<file path="src/rtl/axi_decerr_slave.sv">
// axi_decerr_slave: default AXI target that answers every burst with DECERR
// and logs the address and a saturating count of the requests it accepted.
module axi_decerr_slave #(
  parameter int unsigned          IdWidth   = 5,
  parameter int unsigned          AddrWidth = 64,
  parameter int unsigned          DataWidth = 64,
  parameter logic [DataWidth-1:0] RespData  = 64'hDEAD_BEEF_DEAD_BEEF
) (
  input  logic                 clk_i,
  input  logic                 rst_i,
  input  logic                 aw_valid_i,
  output logic                 aw_ready_o,
  input  logic [IdWidth-1:0]   aw_id_i,
  input  logic [AddrWidth-1:0] aw_addr_i,
  input  logic                 w_valid_i,
  output logic                 w_ready_o,
  input  logic                 w_last_i,
  output logic                 b_valid_o,
  input  logic                 b_ready_i,
  output logic [IdWidth-1:0]   b_id_o,
  output logic [1:0]           b_resp_o,
  input  logic                 ar_valid_i,
  output logic                 ar_ready_o,
  input  logic [IdWidth-1:0]   ar_id_i,
  input  logic [AddrWidth-1:0] ar_addr_i,
  input  logic [7:0]           ar_len_i,
  output logic                 r_valid_o,
  input  logic                 r_ready_i,
  output logic [IdWidth-1:0]   r_id_o,
  output logic [DataWidth-1:0] r_data_o,
  output logic [1:0]           r_resp_o,
  output logic                 r_last_o,
  output logic                 err_o,
  output logic [AddrWidth-1:0] err_addr_o,
  output logic [15:0]          err_cnt_o
);

  localparam logic [1:0] DecErr = 2'b11;

  typedef enum logic [1:0] {W_IDLE, W_DATA, W_RESP} w_state_e;
  typedef enum logic {R_IDLE, R_DATA} r_state_e;

  w_state_e w_state_q, w_state_d;
  r_state_e r_state_q, r_state_d;

  logic [IdWidth-1:0] b_id_q;
  logic [IdWidth-1:0] r_id_q;
  logic [7:0]         r_cnt_q;
  logic               aw_hs, ar_hs, r_hs;
  logic [1:0]         inc;
  logic [16:0]        cnt_sum;

  assign aw_hs = aw_valid_i & aw_ready_o;
  assign ar_hs = ar_valid_i & ar_ready_o;
  assign r_hs  = r_valid_o & r_ready_i;

  assign b_id_o   = b_id_q;
  assign b_resp_o = DecErr;
  assign r_id_o   = r_id_q;
  assign r_data_o = RespData;
  assign r_resp_o = DecErr;

  always_ff @(posedge clk_i) begin
    if (rst_i) begin
      w_state_q <= W_IDLE;
      b_id_q    <= '0;
    end else begin
      w_state_q <= w_state_d;
      if (aw_hs) b_id_q <= aw_id_i;
    end
  end

  // W data is never stored; only the last beat matters
  always_comb begin
    w_state_d  = w_state_q;
    aw_ready_o = 1'b0;
    w_ready_o  = 1'b0;
    b_valid_o  = 1'b0;
    unique case (w_state_q)
      W_IDLE: begin
        aw_ready_o = 1'b1;
        if (aw_valid_i) w_state_d = W_DATA;
      end
      W_DATA: begin
        w_ready_o = 1'b1;
        if (w_valid_i && w_last_i) w_state_d = W_RESP;
      end
      W_RESP: begin
        b_valid_o = 1'b1;
        if (b_ready_i) w_state_d = W_IDLE;
      end
      default: w_state_d = W_IDLE;
    endcase
  end

  always_ff @(posedge clk_i) begin
    if (rst_i) begin
      r_state_q <= R_IDLE;
      r_id_q    <= '0;
      r_cnt_q   <= '0;
    end else begin
      r_state_q <= r_state_d;
      if (ar_hs) begin
        r_id_q  <= ar_id_i;
        r_cnt_q <= ar_len_i;
      end else if (r_hs && r_cnt_q != 8'd0) begin
        r_cnt_q <= r_cnt_q - 8'd1;
      end
    end
  end

  always_comb begin
    r_state_d  = r_state_q;
    ar_ready_o = 1'b0;
    r_valid_o  = 1'b0;
    r_last_o   = 1'b0;
    unique case (r_state_q)
      R_IDLE: begin
        ar_ready_o = 1'b1;
        if (ar_valid_i) r_state_d = R_DATA;
      end
      R_DATA: begin
        r_valid_o = 1'b1;
        r_last_o  = (r_cnt_q == 8'd0);
        if (r_ready_i && r_last_o) r_state_d = R_IDLE;
      end
      default: r_state_d = R_IDLE;
    endcase
  end

  assign inc     = {1'b0, aw_hs} + {1'b0, ar_hs};
  assign cnt_sum = {1'b0, err_cnt_o} + {15'd0, inc};

  // AW wins the address log when both channels fire together
  always_ff @(posedge clk_i) begin
    if (rst_i) begin
      err_o      <= 1'b0;
      err_addr_o <= '0;
      err_cnt_o  <= '0;
    end else begin
      err_o <= aw_hs | ar_hs;
      if (aw_hs) err_addr_o <= aw_addr_i;
      else if (ar_hs) err_addr_o <= ar_addr_i;
      err_cnt_o <= cnt_sum[16] ? 16'hFFFF : cnt_sum[15:0];
    end
  end

endmodule

</file>
<file path="config.mk">
export PLATFORM = sky130hd
export DESIGN_NAME = axi_decerr_slave
export DESIGN_NICKNAME = d
export VERILOG_FILES = /design/src/rtl/axi_decerr_slave.sv
export SDC_FILE = /design/constraint.sdc
export NUM_CORES = 1
export LEC_CHECK = 0
export ABC_AREA = 1
export BUFFER_PORTS_ARGS = -buffer_cell sky130_fd_sc_hd__buf_2
export CAP_MARGIN = 20
export CELL_PAD_IN_SITES_DETAIL_PLACEMENT = 2
export CELL_PAD_IN_SITES_GLOBAL_PLACEMENT = 2
export CORE_MARGIN = 2
export CORE_UTILIZATION = 22
export CTS_BUF_LIST = sky130_fd_sc_hd__clkbuf_8
export DETAILED_ROUTE_END_ITERATION = 10
export PLACE_DENSITY_LB_ADDON = 0.08
export SYNTH_ARGS = -nofsm -noshare
export SYNTH_HDL_FRONTEND = slang
export SYNTH_SLANG_ARGS = --single-unit
export TNS_END_PERCENT = 10
</file>
<file path="constraint.sdc">
create_clock -name clk_i -period 3.2 [get_ports clk_i]
set_clock_uncertainty 0.15 [all_clocks]
set_input_delay 0.48 -clock clk_i [delete_from_list [all_inputs] [get_ports clk_i]]
set_output_delay 0.48 -clock clk_i [all_outputs]
set_load 0.05 [all_outputs]
</file>
# Yosys cells after proc, flatten, opt, wreduce, memory -nomap -nowiden
# Index checks and enable logic that the tools add are counted.
[classes]
n_addsub = 3
n_eq_ne = 5
muxes = 18
n_bitwise = 5
reduce_logical = 9
[ops]
columns = ["op", "n"]
rows = [
  ["2-to-1 mux 64 bit", 2],
  ["adder 16 x 2 -> 17 bit", 1],
  ["2-to-1 mux 16 bit", 1],
  ["2-to-1 mux 8 bit", 2],
  ["zero test 8 bit", 1],
  ["2-to-1 mux 1 bit", 8],
  ["nonzero test 8 bit", 1],
  ["subtractor 8 x 1 -> 8 bit, second input constant", 1],
  ["2-to-1 mux 2 bit", 3],
  ["!= test 2 bit, second input constant", 3],
  ["case mux 2 bit (3 select lines)", 1],
  ["nonzero test 2 bit", 2],
  ["bitwise AND 1 bit", 3],
  ["logical AND 1 bit", 3],
  ["AND reduction 3 bit", 1],
  ["adder 1 x 1 -> 2 bit", 1],
  ["equality test 2 x 1 -> 1 bit, second input constant", 1],
  ["equality test 2 bit, second input constant", 1],
  ["zero test 2 bit", 1],
  ["case mux 1 bit (2 select lines)", 1],
  ["inverter 1 bit", 1],
  ["OR 1 bit", 1],
]
[word_totals]
reg_bits = 102
inputBits = 154
out_inout_bits = 165
elab_cells = 48

# Logic depth before layout (Yosys ltp)
# Gate-level depths: netlist of the first run.
[logic_depth]
word_depth = 6
mapped_depth = 18
mapped_depth_nobuf = 15

# Worst setup path before layout of the first run
# No wires, ideal clock.
[synth_timing]
path_kind = "register -> register"
from = "reg w_state_q[1]"
to = "reg err_cnt_o[12]"
setup_ps = 120
arrival_ps = 3030
setup_slack_ps = -100
stages_incl_launch_ff = 17
n_path_buf = 2
cell_sequence = "dfxtp_1 > nor2_1 > nand2_1 > buf_2 > buf_2 > xor2_1 > inv_1 > ha_1 > inv_1 > nand2_1 > ha_1 > nand2_2 > nor2_2 > nor3b_4 > nand2_1 > o21ai_0 > a21oi_1"
[synth_via]
elab_chain_cells = 6
[synth_lines]
columns = ["element", "line_no", "source"]
rows = [
  ["from (decl)", "43", "w_state_e w_state_q, w_state_d;"],
  ["from (signal assigned)", "68", "w_state_q <= w_state_d;"],
  ["zero test 2 bit", "79", "unique case (w_state_q)"],
  ["2-to-1 mux 1 bit", "79", ""],
  ["named net aw_ready_o", "12", "output logic aw_ready_o,"],
  ["bitwise AND 1 bit", "53", "assign aw_hs = aw_valid_i & aw_ready_o;"],
  ["adder 1 x 1 -> 2 bit", "131", "assign inc = {1'b0, aw_hs} + {1'b0, ar_hs};"],
  ["adder 16 x 2 -> 17 bit", "132", "assign cnt_sum = {1'b0, err_cnt_o} + {15'd0, inc};"],
  ["2-to-1 mux 16 bit", "144", "err_cnt_o <= cnt_sum[16] ? 16'hFFFF : cnt_sum[15:0];"],
  ["to (signal assigned)", "144", ""],
  ["to (decl)", "35", "output logic [15:0] err_cnt_o"],
]
# The timed path passes the listed nets, and every way through them passes these cells.
# A chain may end at the register's enable or synchronous reset.

# Final worst setup path of the first run
[layout_timing]
from = "reg w_state_q[1]"
to = "reg err_cnt_o[14]"
[layout_via]
elab_chain_cells = 6
[layout_lines]
columns = ["element", "line_no"]
rows = [
  ["zero test 2 bit", "79"],
  ["2-to-1 mux 1 bit", "79"],
  ["bitwise AND 1 bit", "53"],
  ["adder 1 x 1 -> 2 bit", "131"],
  ["adder 16 x 2 -> 17 bit", "132"],
  ["2-to-1 mux 16 bit", "144"],
]
# Every way passes these cells.

==> results of run 1 <==
[cell type report]
cell class | instances | area (µm²)
Multi-Input combinational cell | 526 | 2500
Fill cell | 2793 | 16200
Sequential cell | 102 | 2040
Timing Repair Buffer | 258 | 1310
Clock buffer | 9 | 124
Inverter | 43 | 161
Tap cell | 313 | 392
Clock inverter | 6 | 78.8
Antenna cell | 2 | 5.00
[report_power, final]
part / leakage, nW / total [mW] / internal, mW / switching [mW]
clock network: 0.110 / 0.906 / 0.431 / 0.475
registers: 0.844 / 1.45 / 1.38 / 0.0684
logic: 2.28 / 1.17 / 0.269 / 0.903
total: 3.24 / 3.53 / 2.08 / 1.45
[registers in the layout, summed over array words and instances, names as in the netlist]
name,cells
err_o,1
r_id_o,5
w_state_q,2
b_id_o,5
r_state_q,1
err_cnt_o,16
r_cnt_q,8
err_addr_o,64
[worst max path at each step]
stage | start | endpoint | slack (ns) | depth (start not counted)
floorplan | w_state_q[1]$_SDFFE_PP0P_ | err_cnt_o[12]$_SDFF_PP0_ | 0.17 | 16
global placement | aw_valid_i | err_cnt_o[15]$_SDFF_PP0_ | 0.54 | 15
detailed placement | aw_valid_i | err_cnt_o[14]$_SDFF_PP0_ | 0.48 | 15
CTS | w_state_q[1]$_SDFFE_PP0P_ | err_cnt_o[14]$_SDFF_PP0_ | 0.52 | 15
global route | w_state_q[1]$_SDFFE_PP0P_ | err_cnt_o[13]$_SDFF_PP0_ | 0.29 | 15
finish | w_state_q[1]$_SDFFE_PP0P_ | err_cnt_o[14]$_SDFF_PP0_ | 0.57 | 15
[per-stage QoR]
stage | instance area (µm²) | power [mW]
finish | 6610 | 3.53
global route | 6610 | 3.75
CTS | 6610 | 3.61
detailed placement | 6400 | 2.67
global placement | 6400 | 2.67
floorplan | 5390 | 2.40
[metal layers]
| metal | vias up | wire length [µm] | share of wire, % | track usage [%] |
|---|---|---|---|---|
| met2 | 180 | 9580 | 47 | 27.7 |
| met3 | 19 | 1950 | 9.5 | 7.06 |
| met4 | 10 | 173 | 0.84 | 3.41 |
| met5 | - | 66 | 0.32 | 0 |
| li1 | 2671 | - | - | - |
| met1 | 2541 | 8750 | 43 | 20.2 |
[worst max-delay path, stage by stage, from the launching register on]
cell and delay [ns]:
sky130_fd_sc_hd__dfxtp_1 0.34, sky130_fd_sc_hd__nor2_2 0.20, sky130_fd_sc_hd__nand2_4 0.06, sky130_fd_sc_hd__xor2_1 0.14, sky130_fd_sc_hd__inv_1 0.05, sky130_fd_sc_hd__ha_1 0.12
sky130_fd_sc_hd__inv_1 0.06, sky130_fd_sc_hd__nand2_1 0.15, sky130_fd_sc_hd__ha_1 0.25, sky130_fd_sc_hd__nand2_2 0.09, sky130_fd_sc_hd__nor2_2 0.12, sky130_fd_sc_hd__nor3b_4 0.26
sky130_fd_sc_hd__nand3_2 0.28, sky130_fd_sc_hd__nand3_1 0.17, sky130_fd_sc_hd__nand2_1 0.06, sky130_fd_sc_hd__inv_1 0.07
[kinds of logic after synthesis]
group	count (synthesis)	synth area share [%]
xor gates and xnor gates	8	1.36
other	2	0.146
adders and majority gates	4	0.975
AOI/OAI and AO/OA	172	18.5
DFF	102	39.8
muxes	1	0.195
and+or+nand+nor	273	22.3
buffers and inverters	154	16.7
[cell usage in the layout, fill, tap and decap left out, types with 3 or more instances in the layout]
| master | synthesis | routed |
|---|---|---|
| sky130_fd_sc_hd__buf_4 | 68 | 8 |
| sky130_fd_sc_hd__conb_1 | 2 | 68 |
| sky130_fd_sc_hd__ha_1 | 4 | 4 |
| sky130_fd_sc_hd__nand3_1 | 23 | 23 |
| sky130_fd_sc_hd__nor3_1 | 7 | 7 |
| sky130_fd_sc_hd__a21oi_1 | 16 | 16 |
| sky130_fd_sc_hd__nand3b_1 | 3 | 3 |
| sky130_fd_sc_hd__xor2_1 | 5 | 5 |
| sky130_fd_sc_hd__clkinv_2 | 0 | 3 |
| sky130_fd_sc_hd__dfxtp_1 | 102 | 102 |
| sky130_fd_sc_hd__nand4_1 | 3 | 3 |
| sky130_fd_sc_hd__nand2_1 | 179 | 178 |
| sky130_fd_sc_hd__a31oi_1 | 64 | 64 |
| sky130_fd_sc_hd__o21ai_0 | 89 | 89 |
| sky130_fd_sc_hd__nor2_4 | 2 | 3 |
| sky130_fd_sc_hd__nor2_2 | 3 | 4 |
| sky130_fd_sc_hd__buf_2 | 9 | 250 |
| sky130_fd_sc_hd__clkbuf_8 | 0 | 9 |
| sky130_fd_sc_hd__inv_1 | 42 | 42 |
| sky130_fd_sc_hd__xnor2_1 | 3 | 3 |
| sky130_fd_sc_hd__nor2_1 | 45 | 43 |
==> summary.md, run 1 <==
| Metric | Value |
|---|---|
| Result of the run | `finished, final reports clean` |
| Cell row count | `55` |
| Placeable core region | `approximately 23000 µm²` |
| Placed cell count | `1242` |
| Die area | `between 20000 and 25000 µm²` |
| TritonCTS clock tree | `done` |
| Upper clock frequency limit | `0.381 GHz` |
| EDFF count, synth | `0` |
| Synth async-reset ratio | `0%` |
| Worst slack, placed | `0.484 ns` |
| Required arrival time at the worst endpoint | `3.38 ns` |
| Antenna-violating nets left | `0` |
| Synth cell types | `34` |
| Final critical-path required period | `between 2 and 3 ns` |
| Global router's overall resource usage | `16.7%` |
| Synthesized flop and latch total | `slightly above 100` |
| Period utilisation layout | `82.1%` |
| Initial Util | `a little under a quarter` |
| Unrepaired setup endpoints after global routing | `no` |
| Startpoint of the most critical register-to-register path | `w_state_q[1]$_SDFFE_PP0P_` |
| CTS Buf Count | `9` |
| Maximum number of pins on one net before global-route repair | `78` |
| Post-route DRC violation count | `0` |
| Vias in the first global route | `5748` |
| Smallest setup slack after layout | `0.574 ns` |
| Hold violation count in the final report | `0` |
| Post-CTS setup buffer count | `0` |
| Critical-path maximum fanout | `11` |
| Root Driver | `sky130_fd_sc_hd__clkbuf_8` |
| Initial antenna violation count | `9` |
| IO buf count | `250` |
| Top cells by count, synth | `sky130_fd_sc_hd__nand2_1 (179), sky130_fd_sc_hd__dfxtp_1 (102), sky130_fd_sc_hd__o21ai_0 (89), sky130_fd_sc_hd__buf_4 (68), sky130_fd_sc_hd__a31oi_1 (64)` |
| Sequential element share of the synthesized area | `39.8%` |
| Startpoint kind of the worst setup timing path | `register` |
| CP Data Arrival Time | `between 2 and 3 ns` |
| Wire length reported by the detailed router | `about 20000 µm` |
| Final Wtd Congestion | `0.744` |
| Drt wl/cell | `16.3 µm` |
| Hold Crit Start | `ar_id_i[2]` |
| Class of the tightest hold or removal check | `in -> reg` |
| Core occupancy in the finished layout | `29.0%` |
| Largest vdd supply drop | `0.207 mV` |
| Worst Tran Pin Value | `0.701 ns` |
| GR Overflow Total | `0` |
| Average cell area after synthesis | `7.17 µm²` |
| Slew Limit Fails | `0` |
| Later-pin clock latency in the skew report | `0.37 ns` |
| Post-synthesis cell area | `5130 µm²` |
| Router iterations before antenna repair | `4` |
| Top cell type by total area after synthesis | `sky130_fd_sc_hd__dfxtp_1` |
| Leakage | `3.24 nW` |
| Maximum clock path buffer count | `2` |
| Hold path cells | `3` |
| Final non-filler cell total | `approximately 1300` |
| Predominant post-synthesis flop cell | `sky130_fd_sc_hd__dfxtp_1` |
| Number of instances in the synthesized netlist | `716` |
| Die W | `157 µm` |
| Clock sink count | `102` |
| Clock transition at path regs | `about 0.1 ns` |
| Power density over the cells | `between 500 and 600 nW/µm²` |
| Worst hold margin | `0.180 ns` |
| Number of setup violations in the final report | `0` |
| Number of buffers inserted by hold repair at cts | `0` |
| Number of cell instances on the worst register-to-register path | `15` |
| Crit path kind | `reg -> reg` |
| Synth area leaders | `sky130_fd_sc_hd__dfxtp_1 (40%), sky130_fd_sc_hd__nand2_1 (13%), sky130_fd_sc_hd__buf_4 (9.9%)` |
| Layout Area Growth over Synthesis | `28.8%` |
| Vias per cell | `4.31` |
| Height of the chip | `157 µm` |
| Max_cap viols | `0` |
| First-pass GRT wire length | `32100 µm` |
| Total I/O pin count | `319` |
| Capture endpoint of the worst hold path | `r_id_o[2]$_SDFFE_PP0P_` |
| Depth of the CTS H-tree | `3` |
| Final HPWL DP | `15500 µm` |
| Share of the synthesized area in the top cell type | `approximately two fifths` |
| Register-to-register path setup slack | `0.57 ns` |
| Crit path capture type | `register` |
| Violation count after the first detailed-routing iteration | `~170` |
| Remaining max-slew budget at the tightest pin | `between 50% and 60%` |
| Fraction of final layout cells with drive strength greater than 1 | `30.6%` |
| Most numerous cell in the Yosys netlist | `sky130_fd_sc_hd__nand2_1` |
| Vias after detailed routing | `5421` |
| Accumulated negative setup slack | `0 ns` |
| R2R Path End | `err_cnt_o[14]$_SDFF_PP0_` |
| Resized cells post-CTS | `0` |
| Post-layout nets | `between 1000 and 1500` |
| Count of synthesis-stage warnings from yosys | `0` |
Power figures use the tool's default switching activity.
==> run 2: changes to the inputs <==
--- a/config.mk
+++ b/config.mk
@@ -11,7 +11,7 @@
 export CELL_PAD_IN_SITES_DETAIL_PLACEMENT = 2
 export CELL_PAD_IN_SITES_GLOBAL_PLACEMENT = 2
 export CORE_MARGIN = 2
-export CORE_UTILIZATION = 22
+export CORE_UTILIZATION = 20
 export CTS_BUF_LIST = sky130_fd_sc_hd__clkbuf_8
 export DETAILED_ROUTE_END_ITERATION = 10
 export PLACE_DENSITY_LB_ADDON = 0.08
==> constraint.sdc (replaced) <==
create_clock -name clk_i -period 2.18 [get_ports clk_i]
set_clock_uncertainty 0.15 [all_clocks]
set_input_delay 0.327 -clock clk_i [delete_from_list [all_inputs] [get_ports clk_i]]
set_output_delay 0.327 -clock clk_i [all_outputs]
set_load 0.05 [all_outputs]
==> summary.md, run 2 (synthesis results as in run 1) <==
| Metric | Value |
|---|---|
| Global router's overall resource usage | `15.9% (was 16.7%)` |
| Startpoint kind of the worst setup timing path | `register (unchanged)` |
| Buffers plus inverters on the worst setup path | `4 (was 3)` |
| CTS Buf Count | `9 (unchanged)` |
| CP Data Arrival Time | `2.38 ns (was 2.80 ns)` |
| Most frequent standard cell in the layout excluding fill and tap cells | `sky130_fd_sc_hd__buf_2 (unchanged)` |
| Max_cap viols | `0 (unchanged)` |
| Crit path capture type | `register (unchanged)` |
| Router iterations before antenna repair | `4 (unchanged)` |
| Vias in the first global route | `5820 (was 5748)` |
| Initial Util | `20.4% (was 22.5%)` |
| Master of the slowest instance on the critical path | `sky130_fd_sc_hd__dfxtp_2 (was sky130_fd_sc_hd__dfxtp_1)` |
| Later-pin clock latency in the skew report | `0.39 ns (was 0.37 ns)` |
| Post-layout nets | `1125 (was 1098)` |
| Crit-path max cell delay | `0.35 ns (was 0.34 ns)` |
| Vias after detailed routing | `5563 (was 5421)` |
| Placed cell count | `1278 (was 1242)` |
| Violations in the final reports | `negative setup slack` |
| Wire length reported by the detailed router | `21700 µm (was 20500 µm)` |
| Required arrival time at the worst endpoint | `2.32 ns (was 3.38 ns)` |
| Period utilisation layout | `103% (was 82.1%)` |
| Critical-path maximum fanout | `2 (was 11)` |
| R2R Path End | `err_cnt_o[8]$_SDFF_PP0_ (was err_cnt_o[14]$_SDFF_PP0_)` |
| Startpoint of the most critical register-to-register path | `w_state_q[0]$_SDFFE_PP0P_ (was w_state_q[1]$_SDFFE_PP0P_)` |
| Layout Area Growth over Synthesis | `36.7% (was 28.8%)` |
| Design Power | `5.36 mW (was 3.53 mW)` |
| Maximum clock path buffer count | `2 (unchanged)` |
| Cell row count | `58 (was 55)` |
| Registers with the most flip-flops | `err_addr_o x64, err_cnt_o x16, r_cnt_q x8 (unchanged)` |
| Core occupancy in the finished layout | `27.9% (was 29.0%)` |
| GR Overflow Total | `0 (unchanged)` |
| First-pass GRT wire length | `32900 µm (was 32100 µm)` |
| Unrepaired setup endpoints after global routing | `yes (was no)` |
| Clock transition at path regs | `0.11 ns (was 0.10 ns)` |
| Power density over the cells | `763 nW/µm² (was 534 nW/µm²)` |
| Antenna-violating nets left | `0 (unchanged)` |
| Result of the run | `finished, violations left (was finished, final reports clean)` |
| Slew Limit Fails | `0 (unchanged)` |
| Register-to-register path setup slack | `-0.06 ns (was 0.57 ns)` |
| Total I/O pin count | `319 (unchanged)` |
| Class of the tightest hold or removal check | `in -> reg (unchanged)` |
| Commonest non-fill, non-tap cells in the layout | `sky130_fd_sc_hd__buf_2 (249), sky130_fd_sc_hd__nand2_1 (176), sky130_fd_sc_hd__dfxtp_1 (100) (was sky130_fd_sc_hd__buf_2 (250), sky130_fd_sc_hd__nand2_1 (178), sky130_fd_sc_hd__dfxtp_1 (102))` |
| End point of the critical path | `err_cnt_o[8]$_SDFF_PP0_ (was err_cnt_o[14]$_SDFF_PP0_)` |
| Die W | `164 µm (was 157 µm)` |
| Flip-flop count of the largest register, all copies and words added | `64 (unchanged)` |
| Height of the chip | `164 µm (was 157 µm)` |
| Vias per cell | `4.26 (was 4.31)` |
| Worst Tran Pin Value | `0.736 ns (was 0.701 ns)` |
| Drt wl/cell | `16.6 µm (was 16.3 µm)` |
| Top Family by Delay on Critical Path | `simple AND/OR/NAND/NOR gates (unchanged)` |
| Hold Crit Start | `ar_id_i[4] (was ar_id_i[2])` |
| Upper clock frequency limit | `0.446 GHz (was 0.381 GHz)` |
| Crit path kind | `reg -> reg (unchanged)` |
| Largest register by flop count | `err_addr_o (unchanged)` |
| Number of setup violations in the final report | `12 (was 0)` |
| IO buf count | `250 (unchanged)` |
| Most common cell on crit path | `sky130_fd_sc_hd__nand2_4 (was sky130_fd_sc_hd__inv_1)` |
| Final critical-path required period | `2.24 ns (was 2.63 ns)` |
| Leakage | `3.47 nW (was 3.24 nW)` |
| Final non-filler cell total | `1305 (was 1259)` |
| Maximum number of pins on one net before global-route repair | `79 (was 78)` |
| Root Driver | `sky130_fd_sc_hd__clkbuf_8 (unchanged)` |
| Number of cell instances on the worst register-to-register path | `15 (unchanged)` |
| Startpoint of the worst setup timing path | `w_state_q[0]$_SDFFE_PP0P_ (was w_state_q[1]$_SDFFE_PP0P_)` |
| Fraction of final layout cells with drive strength greater than 1 | `33.6% (was 30.6%)` |
| Total of fill cells in the finished design | `3050 (was 2793)` |
| Initial antenna violation count | `7 (was 9)` |
| Instance count on the critical path | `15 (unchanged)` |
| Worst hold margin | `0.0266 ns (was 0.180 ns)` |
| Largest vdd supply drop | `0.303 mV (was 0.207 mV)` |
| Final Wtd Congestion | `0.709 (was 0.744)` |
| Clock sink count | `102 (unchanged)` |
| Remaining max-slew budget at the tightest pin | `50.9% (was 53.3%)` |
| Smallest setup slack after layout | `-0.0617 ns (was 0.574 ns)` |
| Cells traversed along the worst timing path | `nor2_4, nand2_4, xor2_1, inv_1, ha_2, inv_2, nand2_4, ha_4, nand2_4, nor2_4, nor3b_4, buf_6, buf_4, xor2_1, a21oi_1 (was nor2_2, nand2_4, xor2_1, inv_1, ha_1, inv_1, nand2_1, ha_1, nand2_2, nor2_2, nor3b_4, nand3_2, nand3_1, nand2_1, inv_1)` |
| TritonCTS clock tree | `done (unchanged)` |
| Hold violation count in the final report | `0 (unchanged)` |
| Placeable core region | `25200 µm² (was 22800 µm²)` |
| Violation count after the first detailed-routing iteration | `200 (was 169)` |
| Final HPWL DP | `16400 µm (was 15500 µm)` |
| Die area | `27000 µm² (was 24600 µm²)` |
| Depth of the CTS H-tree | `3 (unchanged)` |
| Post-route DRC violation count | `0 (unchanged)` |
run 2: cell count changes in the layout (fill, tap and decap cells not counted), moves of 4 or more:
cell	change
sky130_fd_sc_hd__dlygate4sd3_1	+4
sky130_fd_sc_hd__buf_12	+4
sky130_fd_sc_hd__nand3_2	+5
sky130_fd_sc_hd__nand3_1	-5
sky130_fd_sc_hd__buf_4	+17
run 2: cell type report:
class	count	area, µm²	share of cell area (%)
antenna	3	7.51	0.107
clock buffer	10	138	1.96
clock inverter	6	85.1	1.21
inverter	43	161	2.30
multi-input combinational	526	2580	36.8
sequential	102	2040	29.1
tap	330	413	5.88
timing repair buffer	285	1590	22.6
run 2: worst min-delay path by stage:
stage / end / slack [ns] / cells after the start
final: r_id_o[4]$_SDFFE_PP0P_ / 0.03 / 3
after global routing: err_addr_o[6]$_SDFFE_PP0P_ / 0.02 / 3
after CTS: err_addr_o[2]$_SDFFE_PP0P_ / 0.0005 / 3
after detailed placement: err_addr_o[7]$_SDFFE_PP0P_ / 0.32 / 2
after global placement: b_id_o[4]$_SDFFE_PP0P_ / 0.31 / 2
after floorplan: err_o$_SDFF_PP0_ / 0.25 / 1
run 2: per-layer routing:
metal	vias to the layer above	part of all wire (%)	global-route usage (%)	wire [µm]
met3	23	9.6	6.64	2090
met2	178	48	26.5	10300
li1	2729	-	-	-
met5	-	0.20	0	43
met1	2625	42	19.0	8990
met4	8	1.0	3.55	227
run 2: report_power, final:
| group | switching [mW] | total, mW | leakage [nW] | internal (mW) |
|---|---|---|---|---|
| combinational | 1.35 | 1.81 | 2.52 | 0.456 |
| sequential | 0.105 | 2.14 | 0.845 | 2.03 |
| clock | 0.734 | 1.41 | 0.114 | 0.678 |
| total | 2.19 | 5.36 | 3.47 | 3.17 |
run 2: through the flow:
stage / instance area, µm² / TNS (ns) / worst slack, ns
after CTS: 6940 / -0.430 / -0.0758
after floorplan: 5430 / -7.69 / -0.512
after detailed placement: 6650 / -0.482 / -0.0794
final: 7020 / -0.419 / -0.0617
after global routing: 7010 / -3.01 / -0.234
after global placement: 6650 / -0.0520 / -0.0362
run 2: worst reg2reg max path: cells and delay by family, from the launching register on:
family                   cells  cell delay, ns
buffers and inverters        4            0.35
AO/OA/AOI/OAI                1            0.07
adder cells (fa/ha/maj)      2            0.30
flip-flops                   1            0.35
XOR/XNOR                     2            0.28
AND/OR/NAND/NOR              6            0.67
run 2: what timing repair did:
item                                    CTS  global route
buffers inserted                          1             3
resized for setup                         5            12
hold buffers                              4             0
endpoints found under the setup margin   17            17
pin swaps                                 4             7
endpoints found under the hold margin     4             0
==> run 3: changes to the inputs <==
--- a/config.mk
+++ b/config.mk
@@ -14,7 +14,7 @@
 export CORE_UTILIZATION = 20
 export CTS_BUF_LIST = sky130_fd_sc_hd__clkbuf_8
 export DETAILED_ROUTE_END_ITERATION = 10
-export PLACE_DENSITY_LB_ADDON = 0.08
+export PLACE_DENSITY_LB_ADDON = 0.1
 export SYNTH_ARGS = -nofsm -noshare
 export SYNTH_HDL_FRONTEND = slang
 export SYNTH_SLANG_ARGS = --single-unit
==> summary.md, run 3 (synthesis results as in run 1) <==
| Metric | Value |
|---|---|
| Power density over the cells | `738 nW/µm² (was 763 nW/µm²)` |
| Internal | `3.03 mW (was 3.17 mW)` |
| Global router's overall resource usage | `15.7% (was 15.9%)` |
| Vias in the first global route | `5929 (was 5820)` |
| Number of setup violations in the final report | `7 (was 12)` |
| Placeable core region | `25200 µm² (unchanged)` |
| Sequential group share of total power | `40.6% (was 39.9%)` |
| Crit path kind | `reg -> reg (unchanged)` |
| Required arrival time at the worst endpoint | `2.31 ns (was 2.32 ns)` |
| Final Wtd Congestion | `0.720 (was 0.709)` |
| Commonest non-fill, non-tap cells in the layout | `sky130_fd_sc_hd__buf_2 (249), sky130_fd_sc_hd__nand2_1 (176), sky130_fd_sc_hd__dfxtp_1 (100) (unchanged)` |
| Initial antenna violation count | `6 (was 7)` |
| CP Data Arrival Time | `2.36 ns (was 2.38 ns)` |
| Slew Limit Fails | `0 (unchanged)` |
| Switching power of the nets | `2.22 mW (was 2.19 mW)` |
| Unrepaired setup endpoints after global routing | `yes (unchanged)` |
| Relative contribution of the clock network to total power | `24.9% (was 26.4%)` |
| Vias after detailed routing | `5541 (was 5563)` |
| Most frequent standard cell in the layout excluding fill and tap cells | `sky130_fd_sc_hd__buf_2 (unchanged)` |
| Accumulated negative setup slack | `-0.102 ns (was -0.419 ns)` |
| Registers with the most flip-flops | `err_addr_o x64, err_cnt_o x16, r_cnt_q x8 (unchanged)` |
| Period utilisation layout | `102% (was 103%)` |
| Wire length reported by the detailed router | `21400 µm (was 21700 µm)` |
| Final HPWL DP | `15900 µm (was 16400 µm)` |
| First-pass GRT wire length | `32600 µm (was 32900 µm)` |
| Smallest setup slack after layout | `-0.0459 ns (was -0.0617 ns)` |
| Violations in the final reports | `negative setup slack (unchanged)` |
| Router iterations before antenna repair | `4 (unchanged)` |
| Die W | `164 µm (unchanged)` |
| Violation count after the first detailed-routing iteration | `142 (was 200)` |
| Flip-flop count of the largest register, all copies and words added | `64 (unchanged)` |
| Hold violation count in the final report | `0 (unchanged)` |
| IO buf count | `250 (unchanged)` |
| GR Overflow Total | `0 (unchanged)` |
| Clock sink count | `102 (unchanged)` |
| Worst hold margin | `0.0289 ns (was 0.0266 ns)` |
| Vias per cell | `4.20 (was 4.26)` |
| TritonCTS clock tree | `done (unchanged)` |
| Depth of the CTS H-tree | `3 (unchanged)` |
| Total area of multi-input combinational cells | `2580 µm² (about the same)` |
| Initial Util | `20.4% (unchanged)` |
| Post-layout nets | `1139 (was 1125)` |
| Drt wl/cell | `16.3 µm (was 16.6 µm)` |
| Clock transition at path regs | `0.11 ns (about the same)` |
| Upper clock frequency limit | `0.449 GHz (was 0.446 GHz)` |
| Net switching fraction of the power | `42.3% (was 40.9%)` |
| Leakage | `3.50 nW (was 3.47 nW)` |
| Max_cap viols | `0 (unchanged)` |
| Combinational share of power | `34.4% (was 33.8%)` |
| Post-route DRC violation count | `0 (unchanged)` |
| Crit path capture type | `register (unchanged)` |
| Result of the run | `finished, violations left (unchanged)` |
| Final critical-path required period | `2.23 ns (was 2.24 ns)` |
| Largest register by flop count | `err_addr_o (unchanged)` |
| Cell row count | `58 (unchanged)` |
| CTS Buf Count | `9 (unchanged)` |
| Later-pin clock latency in the skew report | `0.38 ns (was 0.39 ns)` |
| Total I/O pin count | `319 (unchanged)` |
| Height of the chip | `164 µm (unchanged)` |
| Die area | `27000 µm² (unchanged)` |
| Maximum number of pins on one net before global-route repair | `71 (was 79)` |
| Root Driver | `sky130_fd_sc_hd__clkbuf_8 (unchanged)` |
| Total area of sequential cells | `2040 µm² (unchanged)` |
| Startpoint kind of the worst setup timing path | `register (unchanged)` |
| Maximum clock path buffer count | `2 (unchanged)` |
| Layout Area Growth over Synthesis | `38.5% (was 36.7%)` |
| Total of fill cells in the finished design | `3064 (was 3050)` |
| Class of the tightest hold or removal check | `in -> reg (unchanged)` |
| Critical-path maximum fanout | `2 (unchanged)` |
| Antenna-violating nets left | `0 (unchanged)` |
| Largest vdd supply drop | `0.293 mV (was 0.303 mV)` |
| Fraction of final layout cells with drive strength greater than 1 | `33.6% (about the same)` |
## run 3: power by group through the flow
stage	Clock [mW]	Sequential (mW)	Combinational, mW
2_1_floorplan	0	2.67	0.871
3_3_place_gp	0	2.17	1.80
3_5_place_dp	0	2.17	1.80
4_1_cts	1.42	2.14	1.84
5_1_grt	1.46	2.16	1.97
6_report	1.31	2.13	1.81
## run 3: area by class of cell
cell class | instances | share of cell area (%)
clock inverters | 6 | 1.00
repair buffers | 299 | 24.0
well taps | 330 | 5.81
flip-flops and latches | 102 | 28.7
diodes | 4 | 0.141
multi-input cells | 526 | 36.3
clock buffers | 9 | 1.74
inverters | 43 | 2.27
## run 3: through the flow
stage / util, % / std cells / power (mW) / setup WS, ns / instance area (µm²)
5_1_grt: 28.2 / 1315 / 5.59 / -0.218 / 7100
6_report: 28.2 / 1319 / 5.25 / -0.0459 / 7110
2_1_floorplan: - / 782 / 3.54 / -0.512 / 5430
3_5_place_dp: 26.4 / 1279 / 3.98 / -0.0738 / 6650
3_3_place_gp: 26.4 / 1279 / 3.97 / -0.0386 / 6650
4_1_cts: 28.1 / 1314 / 5.39 / -0.0755 / 7070
## run 3: critical path, cell delays in order (launching register included)
cell and delay, ns:
sky130_fd_sc_hd__dfxtp_2 0.35, sky130_fd_sc_hd__nor2_4 0.13, sky130_fd_sc_hd__nand2_4 0.05, sky130_fd_sc_hd__xor2_1 0.13
sky130_fd_sc_hd__inv_1 0.06, sky130_fd_sc_hd__ha_2 0.16, sky130_fd_sc_hd__inv_2 0.05, sky130_fd_sc_hd__nand2_4 0.06
sky130_fd_sc_hd__ha_4 0.14, sky130_fd_sc_hd__nand2_4 0.06, sky130_fd_sc_hd__nor2_4 0.09, sky130_fd_sc_hd__nor3b_4 0.24
sky130_fd_sc_hd__buf_6 0.15, sky130_fd_sc_hd__buf_6 0.09, sky130_fd_sc_hd__xor2_1 0.14, sky130_fd_sc_hd__a21oi_1 0.07
## run 3: layer usage
layer | GRT usage, % | wire, µm | part of all wire (%) | vias up
li1 | - | - | - | 2758
met1 | 18.1 | 8880 | 41 | 2580
met2 | 27.0 | 10300 | 48 | 186
met3 | 6.69 | 2040 | 9.5 | 13
met4 | 3.67 | 184 | 0.86 | 4
met5 | 0 | 24 | 0.11 | -
## run 3: worst paths after layout
| kind | depth (start not counted) | slack, ns | start | end |
|---|---|---|---|---|
| worst max register to register | 15 | -0.05 | w_state_q[1]$_SDFFE_PP0P_ | err_cnt_o[8]$_SDFF_PP0_ |
| worst min register to register | 2 | 0.34 | err_addr_o[34]$_SDFFE_PP0P_ | err_addr_o[34]$_SDFFE_PP0P_ |
| worst min-delay path | 3 | 0.03 | ar_id_i[1] | r_id_o[1]$_SDFFE_PP0P_ |
| worst max-delay path | 15 | -0.05 | w_state_q[1]$_SDFFE_PP0P_ | err_cnt_o[8]$_SDFF_PP0_ |
## run 3: what timing repair did
action,4_1_cts,5_1_grt
endpoints found under the setup margin,16,34
resized for setup,15,5
pin swaps,10,2
hold buffers,13,0
endpoints found under the hold margin,13,0
buffers inserted,7,1
